===== src/rtl/tile_arb_pkg.sv =====
// Shared owner encoding, requester IDs and counter sizing for the tile RAM arbiter.
package tile_arb_pkg;

    typedef enum logic [1:0] {
        OWN_NONE = 2'd0,
        OWN_CPU  = 2'd1,
        OWN_EV   = 2'd2
    } owner_e;

    localparam logic REQ_ID_CPU = 1'b0;
    localparam logic REQ_ID_EV  = 1'b1;

    // One width covers both the burst counter and the wait counters.
    function automatic int unsigned cnt_width(input int unsigned a, input int unsigned b);
        int unsigned m;
        m = (a > b) ? a : b;
        return unsigned'($clog2(m + 1));
    endfunction

endpackage


===== src/rtl/arb_starve_ctr.sv =====
// Saturating wait counter: counts cycles a request goes ungranted, clears on grant.
module arb_starve_ctr #(
    parameter int unsigned LIMIT = 15,
    parameter int unsigned CNT_W = 4
) (
    input  logic clk,
    input  logic reset,
    input  logic req,
    input  logic gnt,
    output logic starved
);

    localparam logic [CNT_W-1:0] Limit = CNT_W'(LIMIT);

    logic [CNT_W-1:0] cnt_q;

    always_ff @(posedge clk or posedge reset) begin
        if (reset) begin
            cnt_q <= '0;
        end else if (gnt) begin
            cnt_q <= '0;
        end else if (req && (cnt_q != Limit)) begin
            cnt_q <= cnt_q + CNT_W'(1);
        end
    end

    assign starved = (cnt_q == Limit);

endmodule


===== src/rtl/tile_ram_arbiter.sv =====
// Shares one synchronous RAM port: video always wins, CPU and evaluator alternate in bursts.
// Define TILE_ARB_STARVE_EN to add per-port starvation counters that force a grant.
module tile_ram_arbiter #(
    parameter int unsigned ADDR_W       = 10,
    parameter int unsigned DATA_W       = 8,
    parameter int unsigned MAX_BURST    = 4,
    parameter int unsigned STARVE_LIMIT = 15
) (
    input  logic              clk,
    input  logic              reset,
    input  logic              vid_req,
    input  logic [ADDR_W-1:0] vid_addr,
    output logic              vid_rvalid,
    output logic [DATA_W-1:0] vid_rdata,
    input  logic              cpu_req,
    input  logic              cpu_we,
    input  logic [ADDR_W-1:0] cpu_addr,
    input  logic [DATA_W-1:0] cpu_wdata,
    output logic              cpu_gnt,
    output logic              cpu_rvalid,
    output logic [DATA_W-1:0] cpu_rdata,
    input  logic              ev_req,
    input  logic              ev_we,
    input  logic [ADDR_W-1:0] ev_addr,
    input  logic [DATA_W-1:0] ev_wdata,
    output logic              ev_gnt,
    output logic              ev_rvalid,
    output logic [DATA_W-1:0] ev_rdata,
    output logic [ADDR_W-1:0] ram_addr,
    output logic              ram_we,
    output logic [DATA_W-1:0] ram_wdata,
    input  logic [DATA_W-1:0] ram_rdata,
    output logic              starve_flag
);

    import tile_arb_pkg::*;

    localparam int unsigned     CntW     = cnt_width(MAX_BURST, STARVE_LIMIT);
    localparam logic [CntW-1:0] BurstMax = CntW'(MAX_BURST);

    owner_e            owner_q;
    logic              last_served_q;
    logic [CntW-1:0]   burst_q;
    logic [ADDR_W-1:0] ram_addr_q;
    logic              vid_rvalid_q;
    logic              cpu_rvalid_q;
    logic              ev_rvalid_q;

    logic vid_hit;
    logic cpu_pick;
    logic ev_pick;
    logic forced;
    logic burst_full;

    assign vid_hit    = vid_req & ~reset;
    assign burst_full = (burst_q == BurstMax);

`ifdef TILE_ARB_STARVE_EN
    logic cpu_starved;
    logic ev_starved;

    arb_starve_ctr #(
        .LIMIT (STARVE_LIMIT),
        .CNT_W (CntW)
    ) u_cpu_starve (
        .clk     (clk),
        .reset   (reset),
        .req     (cpu_req),
        .gnt     (cpu_pick),
        .starved (cpu_starved)
    );

    arb_starve_ctr #(
        .LIMIT (STARVE_LIMIT),
        .CNT_W (CntW)
    ) u_ev_starve (
        .clk     (clk),
        .reset   (reset),
        .req     (ev_req),
        .gnt     (ev_pick),
        .starved (ev_starved)
    );
`endif

    always_comb begin
        cpu_pick = 1'b0;
        ev_pick  = 1'b0;
        forced   = 1'b0;
        if (!reset && !vid_req) begin
            if (owner_q == OWN_CPU && cpu_req) begin
                ev_pick  = burst_full && ev_req;
                cpu_pick = !ev_pick;
            end else if (owner_q == OWN_EV && ev_req) begin
                cpu_pick = burst_full && cpu_req;
                ev_pick  = !cpu_pick;
            end else if (cpu_req && ev_req) begin
                cpu_pick = (last_served_q == REQ_ID_EV);
                ev_pick  = !cpu_pick;
            end else begin
                cpu_pick = cpu_req;
                ev_pick  = ev_req;
            end
`ifdef TILE_ARB_STARVE_EN
            // A starved port overrides whatever the burst logic chose; CPU wins a double starve.
            if (cpu_req && cpu_starved && !cpu_pick) begin
                cpu_pick = 1'b1;
                ev_pick  = 1'b0;
                forced   = 1'b1;
            end else if (ev_req && ev_starved && !ev_pick && !(cpu_req && cpu_starved)) begin
                cpu_pick = 1'b0;
                ev_pick  = 1'b1;
                forced   = 1'b1;
            end
`endif
        end
    end

    always_comb begin
        ram_addr  = ram_addr_q;
        ram_we    = 1'b0;
        ram_wdata = cpu_wdata;
        if (vid_hit) begin
            ram_addr = vid_addr;
        end else if (cpu_pick) begin
            ram_addr = cpu_addr;
            ram_we   = cpu_we;
        end else if (ev_pick) begin
            ram_addr  = ev_addr;
            ram_we    = ev_we;
            ram_wdata = ev_wdata;
        end
    end

    always_ff @(posedge clk or posedge reset) begin
        if (reset) begin
            owner_q       <= OWN_NONE;
            last_served_q <= REQ_ID_EV;
            burst_q       <= '0;
            ram_addr_q    <= '0;
            vid_rvalid_q  <= 1'b0;
            cpu_rvalid_q  <= 1'b0;
            ev_rvalid_q   <= 1'b0;
        end else begin
            vid_rvalid_q <= vid_hit;
            cpu_rvalid_q <= cpu_pick & ~cpu_we;
            ev_rvalid_q  <= ev_pick & ~ev_we;
            ram_addr_q   <= ram_addr;
            // Video cycles pick nobody, so the burst count only moves on real grants.
            if (cpu_pick) begin
                owner_q       <= OWN_CPU;
                last_served_q <= REQ_ID_CPU;
                burst_q       <= (owner_q == OWN_CPU && !burst_full) ? burst_q + CntW'(1)
                                                                     : CntW'(1);
            end else if (ev_pick) begin
                owner_q       <= OWN_EV;
                last_served_q <= REQ_ID_EV;
                burst_q       <= (owner_q == OWN_EV && !burst_full) ? burst_q + CntW'(1)
                                                                    : CntW'(1);
            end else if ((owner_q == OWN_CPU && !cpu_req) || (owner_q == OWN_EV && !ev_req)) begin
                owner_q <= OWN_NONE;
                burst_q <= '0;
            end
        end
    end

    assign cpu_gnt     = cpu_pick;
    assign ev_gnt      = ev_pick;
    assign starve_flag = forced;
    assign vid_rvalid  = vid_rvalid_q;
    assign cpu_rvalid  = cpu_rvalid_q;
    assign ev_rvalid   = ev_rvalid_q;
    assign vid_rdata   = ram_rdata;
    assign cpu_rdata   = ram_rdata;
    assign ev_rdata    = ram_rdata;

endmodule


===== config.mk =====
export PLATFORM = sky130hd
export DESIGN_NAME = tile_ram_arbiter
export DESIGN_NICKNAME = d
export VERILOG_FILES = /design/src/rtl/tile_arb_pkg.sv /design/src/rtl/arb_starve_ctr.sv /design/src/rtl/tile_ram_arbiter.sv
export SDC_FILE = /design/constraint.sdc
export NUM_CORES = 1
export LEC_CHECK = 0
export CAP_MARGIN = 20
export CORE_UTILIZATION = 36
export DETAILED_ROUTE_END_ITERATION = 16
export GPL_ROUTABILITY_DRIVEN = 1
export PLACE_DENSITY = 0.8
export SYNTH_ARGS = -nofsm -noshare
export SYNTH_HDL_FRONTEND = slang
export SYNTH_HIERARCHICAL = 1
export SYNTH_SLANG_ARGS = --single-unit

===== constraint.sdc =====
create_clock -name clk -period 2.98 [get_ports clk]
set_input_delay 0.298 -clock clk [delete_from_list [all_inputs] [get_ports clk]]
set_output_delay 0.298 -clock clk [all_outputs]
set_load 0.005 [all_outputs]

==> results of run 1 <==
cells in the final DEF (no fill, tap or decap), types with 6 or more instances in the layout:
master / count
buf_4: 15
o21ai_0: 13
dlymetal6s2s_1: 8
clkdlybuf4s50_1: 68
nor3_1: 12
nor3b_1: 14
inv_1: 6
dfrtp_1: 19
nand2_1: 25
a21oi_1: 11
o32a_1: 10
metal layers:
| layer | vias up | share of wire, % | GRT usage (%) | routed length [um] |
|---|---|---|---|---|
| met5 | - | 0 | 0 | 0 |
| met4 | 0 | 0.54 | 5.11 | 24 |
| met3 | 6 | 6.2 | 4.04 | 278 |
| met2 | 55 | 50 | 32.1 | 2230 |
| met1 | 741 | 43 | 23.5 | 1920 |
| li1 | 778 | - | - | - |
cells in the mapped netlist (all sizes together) (2+ instances only):
master	instances	area [um2]
a211o	2	17.5
a211oi	2	27.5
a21oi	11	55.1
buf	33	248
clkbuf	6	22.5
dfrtp	19	475
ha	2	25.0
inv	6	22.5
mux2	8	105
nand2	25	93.8
nand2b	2	12.5
nand3b	3	22.5
nor2	4	15.0
nor2b	2	12.5
nor3	12	60.1
nor3b	14	105
o21ai	13	65.1
o21bai	3	22.5
o32a	10	100
power by group:
group | switching (mW) | total (mW) | internal [mW] | leakage [nW]
sequential | 0.0344 | 0.347 | 0.313 | 0.249
clock | 0.0955 | 0.191 | 0.0953 | 0.0228
combinational | 0.161 | 0.403 | 0.242 | 0.761
state kept, by name (all words and copies together) (netlist names):
signal         flops
last_served_q      1
ev_rvalid          1
vid_rvalid         1
burst_q            4
ram_addr_q        10
cpu_rvalid         1
owner_q            2
worst max-delay path: cells and delay by family, from the launching register on:
kind,cells,cell delay [ns]
buffers and inverters,3,0.76
flip-flops,1,0.39
AND/OR/NAND/NOR,2,0.36
AO/OA/AOI/OAI,1,0.36
multiplexers,1,0.25
adder cells (fa/ha/maj),1,0.14
stage by stage:
stage | total power, mW | std cells | utilization [%] | hold slack, ns
3_3_place_gp | 0.745 | 296 | 53.5 | 0.514
2_1_floorplan | 0.577 | 193 | - | 0.270
5_1_grt | 1.01 | 302 | 55.3 | 0.584
4_1_cts | 0.954 | 302 | 54.8 | 0.547
6_report | 0.941 | 302 | 55.3 | 0.549
3_5_place_dp | 0.752 | 296 | 53.5 | 0.527
final timing paths:
kind                             from            end  slack [ns]  cells after the start
hold / removal             burst_q[3]     burst_q[3]        0.55                      1
min in group asynchronous       reset     burst_q[0]        0.79                      5
hold reg to reg            burst_q[3]     burst_q[3]        0.55                      1
setup / recovery           burst_q[0]    ram_addr[5]        0.15                      8
max in group asynchronous       reset  last_served_q        1.91                      5
setup reg to reg           burst_q[0]  ram_addr_q[5]        1.06                      7
what timing repair did:
action | CTS | global route
buffers inserted | 2 | 0
endpoints found under the setup margin | 8 | 8
hold buffers | 0 | 0
resized for setup | 1 | 8
final cells by class:
cell class | count | area share, %
Tap cell | 52 | 2.67
Inverter | 6 | 0.923
Sequential cell | 20 | 20.6
Multi-Input combinational cell | 128 | 36.6
Clock buffer | 4 | 1.85
Timing Repair Buffer | 92 | 37.4
cell families after synthesis:
family,Yosys count
compound gates,49
xor+xnor,1
fa+ha+maj,2
buf+inv,45
flops,20
mux,9
other cells,1
simple gates,66
==> metrics.md, run 1 <==
| Metric | Value |
|---|---|
| Outcome | finished, final reports clean |
| Fin nets | ~310 |
| Slew Viols, Final | 0 |
| Setup TNS | 0 ns |
| Clk Latency, worst-skew pair | about 0.26 ns |
| Total of max-cap violations | 0 |
| Clk_skew | 0.00636 ns |
| Port-buffer cells | 76 |
| Final worst path period share | roughly 95% |
| Area growth syn-to-layout | 45.4% |
| All-layer global routing usage | roughly a fifth |
| Cell Area, Synth | 1680 um2 |
| RSZ-0062 raised after global routing | no |
| TritonCTS clock tree | built |
| # rows | 24 |
| CP Data Required Time | 2.68 ns |
| CP arrival | between 2 and 3 ns |
| GRT overflow | 0 |
| Unique masters post-synth | 39 |
| Final worst setup slack | 0.154 ns |
| GP Congestion | between 0.8 and 0.9 |
| Worst path slowest cell | clkdlybuf4s50_1 |
| Routed len/inst | approximately 15 um |
| # diodes | 0 |
| Vias in the first global route | 1584 |
| Die Wd | between 70 and 80 um |
| Largest family of logic cells by synthesized area | compound AO/OA/AOI/OAI gates |
| Syn nets | 256 |
| Largest net degree at the start of global routing | 21 |
| PD cells | slightly below 400 nW/um2 |
| Clock Pin Slew Worst Setup and Hold Paths | 0.08 ns |
| Yosys Warn Count | 6 |
| Vias per inst | between 5 and 6 |
| DP Wirelength | 3290 um |
| First-pass DRT Iterations | 4 |
| 1st-iter DRT viols | 57 |
| CP cell instances | inv_1, ha_1, and3b_2, mux2i_1, buf_4, nor3b_1, o32a_1, clkdlybuf4s50_1 |
| Starting Density | 38.0% |
| Fill cell count | around 420 |
| Die area | slightly below 5000 um2 |
| Initial antenna violation count | 0 |
| Post-route minimum period | about 2.8 ns |
| Die H | roughly 70 um |
| Worst Tran Pin Value | 0.766 ns |
| Sink Count | 20 |
| Crit Path Category | reg2out |
| Adder-Cell Fraction of Synth Area | under 10% |
| Worst setup EP type | output port |
| Multi-input logic area | just under 900 um2 |
| Final setup viols | 0 |
| Worst rel slew slack | about half |
| DRC | 0 |
| CP max FO | 10 |
| Top FF cell, synth | dfrtp_1 |
| Layout cells sized above 1 | around 14% |
| Root Driver | clkbuf_8 |
| CTS H-Tree Depth | 1 |
| Maximum VDD drop | around 0.22 mV |
| Register area share after synthesis | between 20% and 30% |
| Post-Synth XOR/XNOR Area | less than 1% |
| Fmax | approximately 0.35 GHz |
| Core area | 4410 um2 |
| Area after DPL | approximately 2400 um2 |
| Startpoint Class | register |
| CP peak stage delay | 0.46 ns |
| Final instance area | ~2400 um2 |
| Post-Synth Simple-Gate Area | 20.9% |
| Async set-or-reset flop fraction in the synthesized netlist | 100% |
| Mux contribution to synthesized area | under 10% |
| Flip-flop and latch area | ~500 um2 |
| EDFF count, synth | 0 |
| Hold crit path type | reg2reg |
| Cts bufs inserted | 3 |
| Routed vias | between 1500 and 2000 |
| First-pass GRT wire length | about 7500 um |
| ANT nets after route | 0 |
| Final wirelength | between 4000 and 5000 um |
| CTS Buffer Depth | 2 |
| Boundary pin count | between 100 and 150 |
| FF+latch count, synth | 20 |
| Endpoints failing hold | 0 |
| Syn_area_per_cell | around 8.7 um2 |
| Post-place setup slack | roughly 0.14 ns |
| Compound-Gate Fraction of Synth Area | between 20 and 25% |
| Mapped Cells | about 190 |
| Leak | between 1 and 1.5 nW |
(Power assumes the default switching activity.)
==> run 2, diff against run 1 <==
Settings changed: SYNTH_HIERARCHICAL 1 to unset.
==> results of run 2 <==
Final layout, timing and power as in run 1 (identical DEF).
Among the figures that moved: Yosys warning count 6 -> 0
